### config.mk
export PLATFORM = sky130hd
export DESIGN_NAME = hazard_controller
export DESIGN_NICKNAME = d
export VERILOG_FILES = /design/src/rtl/hazard_controller_pkg.sv /design/src/rtl/hazard_controller_fwd_select.sv /design/src/rtl/hazard_controller.sv
export SDC_FILE = /design/constraint.sdc
export NUM_CORES = 1
export LEC_CHECK = 0
export CORE_ASPECT_RATIO = 0.5
export CORE_UTILIZATION = 41
export DETAILED_ROUTE_END_ITERATION = 16
export PLACE_DENSITY_LB_ADDON = 0.3
export SYNTH_ARGS = -nofsm -noshare
export SYNTH_HDL_FRONTEND = slang
export SYNTH_SLANG_ARGS = --single-unit
### constraint.sdc
create_clock -name clk -period 1.9 [get_ports clk]
set_clock_uncertainty 0.15 [all_clocks]
set_input_delay 0.38 -clock clk [delete_from_list [all_inputs] [get_ports clk]]
set_output_delay 0.38 -clock clk [all_outputs]
set_load 0.02 [all_outputs]
### src/rtl/hazard_controller_pkg.sv
// -----------------------------------------------------------------------------
// hazard_controller_pkg
// Shared definitions for the pipeline hazard controller:
//   - FWD_SEL_LEN / fwd_sel_t : width and type of the EX operand-select code
//   - FWD_RF / FWD_MEM / FWD_WB : operand-select codes (regfile, MEM, WB)
//   - hc_state_e : memory-wait sequencer states (HC_RUN, HC_MEM_WAIT)
// -----------------------------------------------------------------------------
package hazard_controller_pkg;

  localparam int FWD_SEL_LEN = 2;

  typedef logic [FWD_SEL_LEN-1:0] fwd_sel_t;

  localparam fwd_sel_t FWD_RF  = 2'b00;
  localparam fwd_sel_t FWD_MEM = 2'b01;
  localparam fwd_sel_t FWD_WB  = 2'b10;

  typedef enum logic {
    HC_RUN      = 1'b0,
    HC_MEM_WAIT = 1'b1
  } hc_state_e;

endpackage

### src/rtl/hazard_controller_fwd_select.sv
// -----------------------------------------------------------------------------
// hazard_controller_fwd_select
// Per-operand comparator: checks one ID source register against the EX, MEM and
// WB destinations and returns the match flags plus the forwarding code (MEM
// has priority over WB because it holds the younger result).
// Ports:
//   src_i, use_i            source register index and "instruction reads it"
//   ex/mem/wb_rd_i, _we_i   stage destination index and register-write flag
//   ex/mem/wb_match_o       source matches that stage's pending write
//   fwd_o                   FWD_MEM / FWD_WB / FWD_RF
// -----------------------------------------------------------------------------
module hazard_controller_fwd_select
  import hazard_controller_pkg::*;
#(
  parameter int REG_ADDR_W = 5
) (
  input  logic [REG_ADDR_W-1:0] src_i,
  input  logic                  use_i,
  input  logic [REG_ADDR_W-1:0] ex_rd_i,
  input  logic                  ex_we_i,
  input  logic [REG_ADDR_W-1:0] mem_rd_i,
  input  logic                  mem_we_i,
  input  logic [REG_ADDR_W-1:0] wb_rd_i,
  input  logic                  wb_we_i,
  output logic                  ex_match_o,
  output logic                  mem_match_o,
  output logic                  wb_match_o,
  output fwd_sel_t              fwd_o
);

  // x0 is hard-wired to zero, so a write to it is never a real dependency.
  logic src_live;
  assign src_live = use_i && (src_i != '0);

  assign ex_match_o  = src_live && ex_we_i  && (src_i == ex_rd_i);
  assign mem_match_o = src_live && mem_we_i && (src_i == mem_rd_i);
  assign wb_match_o  = src_live && wb_we_i  && (src_i == wb_rd_i);

  // NOTE: every always_comb output gets a default first so no path leaves it
  // unassigned, which would otherwise infer a latch.
  always_comb begin
    fwd_o = FWD_RF;
    if (mem_match_o)     fwd_o = FWD_MEM;
    else if (wb_match_o) fwd_o = FWD_WB;
  end

endmodule

### src/rtl/hazard_controller.sv
// -----------------------------------------------------------------------------
// hazard_controller
// Drives the stage-register enables/clears of a 5-stage pipeline: RAW hazard
// stalls at ID, EX operand forwarding selects, wrong-path squash on redirect,
// and a whole-pipe freeze while data memory is busy.
// Configuration macro: FORWARDING_EN
//   defined   : only load-use stalls; fwd_a/fwd_b select MEM (priority) or WB.
//   undefined : stall on any used source matching EX or MEM; fwd_a/fwd_b = 00.
// Ports:
//   clk, rst_n                        clock, asynchronous active-low reset
//   id_rs1/2, id_use_rs1/2            ID sources and their use flags
//   ex_rd, ex_reg_write, ex_is_load   EX destination info
//   mem_rd, mem_reg_write             MEM destination info
//   wb_rd, wb_reg_write               WB destination info
//   ex_redirect                       taken branch / jump resolved in EX
//   dmem_req, dmem_ready              data-memory handshake from MEM
//   stall_if, stall_id                hold PC / IF-ID
//   bubble_ex, flush_id               bubble into ID-EX / clear IF-ID
//   freeze                            hold every stage register
//   fwd_a, fwd_b                      EX operand select (00 RF, 01 MEM, 10 WB)
//   dmem_timeout                      sticky memory-timeout error
//   stall_cycles                      saturating count of stall/freeze cycles
// -----------------------------------------------------------------------------
module hazard_controller
  import hazard_controller_pkg::*;
#(
  parameter int REG_ADDR_W  = 5,
  parameter int MEM_TIMEOUT = 15,
  parameter int PERF_W      = 32
) (
  input  logic                  clk,
  input  logic                  rst_n,
  input  logic [REG_ADDR_W-1:0] id_rs1,
  input  logic [REG_ADDR_W-1:0] id_rs2,
  input  logic                  id_use_rs1,
  input  logic                  id_use_rs2,
  input  logic [REG_ADDR_W-1:0] ex_rd,
  input  logic                  ex_reg_write,
  input  logic                  ex_is_load,
  input  logic [REG_ADDR_W-1:0] mem_rd,
  input  logic                  mem_reg_write,
  input  logic [REG_ADDR_W-1:0] wb_rd,
  input  logic                  wb_reg_write,
  input  logic                  ex_redirect,
  input  logic                  dmem_req,
  input  logic                  dmem_ready,
  output logic                  stall_if,
  output logic                  stall_id,
  output logic                  bubble_ex,
  output logic                  flush_id,
  output logic                  freeze,
  output fwd_sel_t              fwd_a,
  output fwd_sel_t              fwd_b,
  output logic                  dmem_timeout,
  output logic [PERF_W-1:0]     stall_cycles
);

  localparam int WAIT_W = $clog2(MEM_TIMEOUT + 1);

  // ---------------------------------------------------------------------------
  // Source comparators
  // ---------------------------------------------------------------------------
  logic     rs1_ex_match, rs1_mem_match, rs1_wb_match;
  logic     rs2_ex_match, rs2_mem_match, rs2_wb_match;
  fwd_sel_t rs1_fwd, rs2_fwd;

  hazard_controller_fwd_select #(.REG_ADDR_W(REG_ADDR_W)) u_fwd_rs1 (
    .src_i       (id_rs1),
    .use_i       (id_use_rs1),
    .ex_rd_i     (ex_rd),
    .ex_we_i     (ex_reg_write),
    .mem_rd_i    (mem_rd),
    .mem_we_i    (mem_reg_write),
    .wb_rd_i     (wb_rd),
    .wb_we_i     (wb_reg_write),
    .ex_match_o  (rs1_ex_match),
    .mem_match_o (rs1_mem_match),
    .wb_match_o  (rs1_wb_match),
    .fwd_o       (rs1_fwd)
  );

  hazard_controller_fwd_select #(.REG_ADDR_W(REG_ADDR_W)) u_fwd_rs2 (
    .src_i       (id_rs2),
    .use_i       (id_use_rs2),
    .ex_rd_i     (ex_rd),
    .ex_we_i     (ex_reg_write),
    .mem_rd_i    (mem_rd),
    .mem_we_i    (mem_reg_write),
    .wb_rd_i     (wb_rd),
    .wb_we_i     (wb_reg_write),
    .ex_match_o  (rs2_ex_match),
    .mem_match_o (rs2_mem_match),
    .wb_match_o  (rs2_wb_match),
    .fwd_o       (rs2_fwd)
  );

  // ---------------------------------------------------------------------------
  // Data hazard policy
  // ---------------------------------------------------------------------------
  logic data_stall;

`ifdef FORWARDING_EN
  // Only a load in EX cannot be forwarded in time: its data appears in MEM.
  assign data_stall = ex_is_load && (rs1_ex_match || rs2_ex_match);
  assign fwd_a      = rs1_fwd;
  assign fwd_b      = rs2_fwd;
`else
  // WB needs no stall: the register file writes in the first half-cycle.
  assign data_stall = rs1_ex_match || rs2_ex_match || rs1_mem_match || rs2_mem_match;
  assign fwd_a      = FWD_RF;
  assign fwd_b      = FWD_RF;
`endif

  // Some comparator outputs are only consumed in one build configuration.
  logic unused_sink;
  assign unused_sink = ^{ex_is_load, rs1_mem_match, rs2_mem_match,
                         rs1_wb_match, rs2_wb_match, rs1_fwd, rs2_fwd};

  // ---------------------------------------------------------------------------
  // Memory-wait sequencer
  // ---------------------------------------------------------------------------
  hc_state_e         state_q;
  logic [WAIT_W-1:0] wait_cnt_q, wait_cnt_d;
  logic              timeout_q;

  always_comb begin
    freeze = 1'b0;
    case (state_q)
      HC_MEM_WAIT: freeze = !dmem_ready;
      default:     freeze = dmem_req && !dmem_ready;
    endcase
  end

  // wait_cnt counts consecutive frozen cycles (0 while in HC_RUN), so the
  // entry cycle in HC_RUN is the first wait; it saturates at MEM_TIMEOUT.
  always_comb begin
    wait_cnt_d = '0;
    if (freeze) begin
      wait_cnt_d = (wait_cnt_q == WAIT_W'(MEM_TIMEOUT)) ? wait_cnt_q
                                                         : wait_cnt_q + 1'b1;
    end
  end

  // NOTE: sequential state uses non-blocking assignments so every register
  // samples the pre-edge values regardless of statement order.
  always_ff @(posedge clk or negedge rst_n) begin
    if (!rst_n) begin
      state_q    <= HC_RUN;
      wait_cnt_q <= '0;
      timeout_q  <= 1'b0;
    end else begin
      case (state_q)
        HC_RUN:      if (dmem_req && !dmem_ready) state_q <= HC_MEM_WAIT;
        HC_MEM_WAIT: if (dmem_ready)              state_q <= HC_RUN;
        default:                                  state_q <= HC_RUN;
      endcase
      wait_cnt_q <= wait_cnt_d;
      // Sticky until reset; the sequencer keeps waiting regardless.
      if (wait_cnt_d == WAIT_W'(MEM_TIMEOUT)) timeout_q <= 1'b1;
    end
  end

  assign dmem_timeout = timeout_q;

  // ---------------------------------------------------------------------------
  // Stage controls. Freeze holds every stage register, so nothing may be
  // flushed or bubbled underneath it; a pending redirect simply waits in EX.
  // A redirect beats a load-use stall because the ID instruction is wrong-path.
  // ---------------------------------------------------------------------------
  logic redirect;
  assign redirect  = ex_redirect && !freeze;
  assign flush_id  = redirect;
  assign bubble_ex = !freeze && (redirect || data_stall);
  assign stall_if  = !freeze && !redirect && data_stall;
  assign stall_id  = stall_if;

  // ---------------------------------------------------------------------------
  // Stall-cycle performance counter (saturating)
  // ---------------------------------------------------------------------------
  logic [PERF_W-1:0] stall_cycles_q, stall_cycles_d;

  always_comb begin
    stall_cycles_d = stall_cycles_q;
    if ((stall_if || freeze) && (stall_cycles_q != '1))
      stall_cycles_d = stall_cycles_q + 1'b1;
  end

  always_ff @(posedge clk or negedge rst_n) begin
    if (!rst_n) stall_cycles_q <= '0;
    else        stall_cycles_q <= stall_cycles_d;
  end

  assign stall_cycles = stall_cycles_q;

endmodule
# After elaboration in Yosys (flattened, before gate mapping)
# Index checks and enable logic that the tools add are counted.
# Widths: inputs -> output; s select.
op_classes:
  n_reduce_logical: 26
  bitwise: 1
  n_mux: 6
  eq_ne: 7
  addsub: 2
ops:
  columns: ["cell", "n"]
  rows:
  - ["$add 32x1->32 const B", 1]
  - ["$ne 32x32->1 const B", 1]
  - ["$eq 5x5->1", 4]
  - ["$logic_and 1x1->1", 16]
  - ["$reduce_bool 5->1", 2]
  - ["$eq 4x4->1 const B", 2]
  - ["$mux 4", 2]
  - ["$logic_or 1x1->1", 5]
  - ["$add 4x1->4 const B", 1]
  - ["$logic_not 1->1", 3]
  - ["$mux 1", 3]
  - ["$pmux 1 s2", 1]
  - ["$not 1->1", 1]
word_totals:
  output_inout_bits: 42
  input_bits: 36
  elab_cells: 46
  ff_bits: 38

# Depth between registers and ports, before layout
logic_depth:
  depth_word: 10
  ltp_mapped: 8
  mapped_depth_nobuf: 8

# Hierarchy
# A second synthesis with hierarchy kept.
hier_totals:
  cells_unflattened: 247
  area_unflattened_um2: 2404.8
modules_own_cells:
  columns: ["mod", "seq_area_each_um2", "area_per_inst_um2", "instances", "cells_per_inst"]
  rows:
  - ["hazard_controller", 950.9, 1951.9, 1, 191]
  - ["hazard_controller_fwd_select", 0.0, 226.5, 2, 28]

# Worst setup path after synthesis
# No wires, ideal clock.
synth_timing:
  kind: "input port to output port"
  start: "in id_rs1[3]"
  end: "out stall_if"
  n_path_buf: 1
  path_stages: 6
  arrival_ns: 1.957
  path_slack_ns: -0.587
  path_cell_list: "or4_1 -> o21ai_2 -> nor4_1 -> o21ai_0 -> a211oi_1 -> buf_4"
synth_via:
  elab_chain_cells: 8
  elab_cells_between_ends: 12
synth_lines:
  columns: ["element", "line", "rtl"]
  rows:
  - ["start, declared", "hazard_controller.sv:33", "input logic [REG_ADDR_W-1:0] id_rs1,"]
  - ["$reduce_bool 5->1", "hazard_controller_fwd_select.sv:33", "assign src_live = use_i && (src_i != '0);"]
  - ["$logic_and 1x1->1", "hazard_controller_fwd_select.sv:33", null]
  - ["$logic_and 1x1->1 (2 in series)", "hazard_controller_fwd_select.sv:35", "assign ex_match_o = src_live && ex_we_i && (src_i == ex_rd_i);"]
  - ["$logic_or 1x1->1", "hazard_controller.sv:109", "assign data_stall = rs1_ex_match || rs2_ex_match || rs1_mem_match || rs2_mem_match;"]
  - ["$logic_or 1x1->1 (*) (2 in series)", "hazard_controller.sv:109", null]
  - ["$logic_and 1x1->1 (*)", "hazard_controller.sv:174", "assign stall_if = !freeze && !redirect && data_stall;"]
  - ["end, declared", "hazard_controller.sv:47", "output logic stall_if,"]
# Mark *: on every way between the ends. The rest lies on a longest branch, timed or not.

# Final worst setup path
layout_timing:
  start: "in id_rs1[0]"
  end: "reg stall_cycles_q[1], in the netlist stall_cycles[1]"
layout_via:
  elab_chain_cells: 10
  elab_cells_between_ends: 14
layout_lines:
  columns: ["element", "line", "rtl"]
  rows:
  - ["$reduce_bool 5->1", "hazard_controller_fwd_select.sv:33", null]
  - ["$logic_and 1x1->1", "hazard_controller_fwd_select.sv:33", null]
  - ["$logic_and 1x1->1 (2 in series)", "hazard_controller_fwd_select.sv:35", null]
  - ["$logic_or 1x1->1", "hazard_controller.sv:109", null]
  - ["$logic_or 1x1->1 (*) (2 in series)", "hazard_controller.sv:109", null]
  - ["$logic_and 1x1->1 (*)", "hazard_controller.sv:174", null]
  - ["$logic_or 1x1->1 (*)", "hazard_controller.sv:184", "if ((stall_if || freeze) && (stall_cycles_q != '1))"]
  - ["$logic_and 1x1->1 (*)", "hazard_controller.sv:184", null]
  - ["end signal, assigned", "hazard_controller.sv:190", "else stall_cycles_q <= stall_cycles_d;"]
  - ["end, declared", "hazard_controller.sv:180", "logic [PERF_W-1:0] stall_cycles_q, stall_cycles_d;"]
# Marks and branches as above.
# A chain may end at the register's enable or synchronous reset.

==> out/qor.yml <==
logic_synthesis:
  synth_fa_ha_area_frac: 0.0112
  syn_area_um2: 2240
  synth.most_common_cell: "xnor2_1"
  synth_top_family_by_area: "simple AND/OR/NAND/NOR gates"
  synthMuxAreaShare: 0.0195
  syn_area_per_cell_um2: 9.80
  synth_edf_count: 0
  ys_seq_elements: 38
  synth_ff_type: "dfrtp_1"
  ys_seq_area_frac: 0.424
  synth-compound-area-share: 0.0580
  syn_inst: 229
  synthArstFlopShare: 1.00
  yosys_warnings: 0
  synth_top_area_share: 0.424
  synth_top_area_cell: "dfrtp_1"
  ys_top_cells_by_count: "xnor2_1, dfrtp_1, nand4_1"
  synth.top_cells.by_area: "dfrtp_1, xnor2_1, nand4_1, nand3_1, xor2_1"
  yosysUniqueCellTypes: 41
  synth-xor-area-share: 0.195
  synth-simple-area-share: 0.251
critical_path:
  crit_required_ps: 1940
  cpPeakStageDelay_ps: 550
  crit_path_max_fanout: 7
  crit_slowest_cell: "or4_4"
  worstPathArrival_ps: 2470
  cp_common_cell: "buf_6"
  critPathTopFamily: "buffers and inverters"
  cp_cell_sequence: "buf_6 > or4_4 > o21ai_4 > buf_6 > nor4_4 > o21ai_2 > buf_4 > o211ai_4 > buf_12 > buf_6 > nand2_4 > mux2_4"
  crit_type: "primary input to flop"
  regToRegSetupSlack_ps: -170
  endpoint_kind: "flop"
  start_kind: "primary input"
  path_buf_inv: 5
global_route:
  first_global_vias: 2270
  grtUsageTotal: 0.256
  grt_pass1_wl_mm: 11.2
  antenna_found_initial: 0
  grt_overflow_total: 0
  grt_max_degree: 23
run_status:
  outcome: "complete, but fails checks"
  failed_checks: "negative setup slack"
placed_design:
  dp_slack_ps: -1240
  port_buffers: 66
  gp_congestion: 0.842
  dp_hpwl_mm: 4.46
  place_inst: 412
final_layout:
  nets: 401
  diodes: 0
  area_growth_pct: 74.2
  utilization: 0.768
  layout-drive-gt1-share: 0.398
  final_cells: 434
floorplanning:
  coreArea_um2: 5090
  die_height_um: 54.3
  io_pins: 78
  dieArea_um2: 5790
  dieWidth_um: 107
  rows: 18
  start_util: 0.441
clock_tree:
  clk_pin_slew_ps: 80
  tritoncts: "done"
  h-tree-depth: 2
  cts_buffers: 5
  cts_buffer_depth: 2
  root_buffer: "clkbuf_8"
  clock-sinks: 38
  clkLatencyLatePin_ps: 300
detailed_routing:
  drcViolationCount: 0
  finalWirelength_mm: 7.10
  viasPerCell: 5.30
  wire_per_inst_um: 16.4
  drtIter0Drc: 115
  final_antenna_net_count: 0
  drt-pass1-iter-count: 4
  vias: 2302
sta:
  slew_violations: 0
  finalHoldViolations: 0
  setup_slack_ps: -535
  rsz0062_at_grt: "yes"
  finalSetupTns_ps: -14350
  max_freq_mhz: 411
  setup_viol: 35
  min_period_ps: 2440
  min_period_over_period: 1.28
  worstMarginPinSlew_ps: 548
  slew_headroom: 0.635
power:
  p_int_mw: 1.81
  max-vdd-ir-drop_v: 0.000616
  switching_share: 0.284
  pwr-share-clk: 0.342
  p_switching_mw: 0.718
  p_comb_frac: 0.295
  seq_power_share: 0.363
  powerDensity_nw_per_um2: 647
  power_leakage_nw: 1.88
worst_hold_path:
  hold_class: "flop to flop"
flow_run:
  drv_cap: 0
power groups by stage:
stage / combinational (mW) / clock (mW) / sequential (mW)
2_1_floorplan: 0.206 / 0 / 1.03
6_report: 0.745 / 0.865 / 0.917
3_5_place_dp: 0.670 / 0 / 0.932
3_3_place_gp: 0.656 / 0 / 0.929
4_1_cts: 0.758 / 0.866 / 0.917
5_1_grt: 0.798 / 0.915 / 0.931
state kept, by name, indices dropped and copies added, names as in the netlist:
name and count:
stall_cycles 32, wait_cnt_q 4, dmem_timeout 1, state_q 1
metrics by stage:
step / total power [mW] / hold slack [ps] / area (um2)
floorplan: 1.24 / -65.6 / 2300
global placement: 1.59 / 232 / 3390
detailed placement: 1.60 / 239 / 3390
CTS: 2.54 / 329 / 3870
global route: 2.64 / 391 / 3910
finish: 2.53 / 353 / 3910
worst reg2reg max path, stage by stage, from the launching register on:
cell,delay [ps]
dfrtp_1,360
buf_4,130
nand3_1,90
nor2_1,170
and3_1,240
nand3_1,110
buf_4,190
nor4_2,260
nand3_4,120
xnor2_2,140
layout by cell type (no fill, tap or decap), drive strengths merged, types with 9 or more instances in the layout:
master / count
buf: 85
xor2: 9
nand4: 22
xnor2: 41
nand3: 21
nor2: 12
nand2: 14
nor4: 9
dfrtp: 38
dlygate4sd2: 30
kinds of logic (layout without fill, tap and decap cells):
kind of cell               Yosys count  count (layout)
muxes                                4               4
other                                1               4
and+or+nand+nor                    102             102
DFF                                 38              38
buffers and inverters               15             147
adders and majority gates            2               2
AOI/OAI and AO/OA                   17              17
xor gates and xnor gates            50              50
worst paths after layout:
path,cells past startpoint,from,end
min in group asynchronous,2,rst_n,stall_cycles[3]
setup reg to reg,9,stall_cycles[0],stall_cycles[25]
setup / recovery,12,id_rs1[0],stall_cycles[1]
hold / removal,1,dmem_timeout,dmem_timeout
hold reg to reg,1,dmem_timeout,dmem_timeout
max in group asynchronous,3,rst_n,stall_cycles[24]
area by class of cell:
class | count | area (um2)
Fill cell | 350 | 1180
Sequential cell | 38 | 953
Clock inverter | 2 | 60.1
Inverter | 3 | 11.3
Timing Repair Buffer | 136 | 1190
Multi-Input combinational cell | 179 | 1520
Clock buffer | 6 | 82.6
Tap cell | 70 | 87.6
per-layer routing:
layer  up-vias  GRT usage  wire length, um
met1      1130      0.323             3000
met2        84      0.472             3640
met4         0     0.0731              115
li1       1076          -                -
met5         -          0                0
met3        12     0.0381              344
what timing repair did:
item	4_1_cts	5_1_grt
hold buffers	1	0
resized for setup	146	27
hold endpoints to repair	21	0
pin swaps	46	28
setup buffers	17	1
setup endpoints to repair	57	43
cloned	2	0
Note: power is estimated with default switching activity, not from simulation.
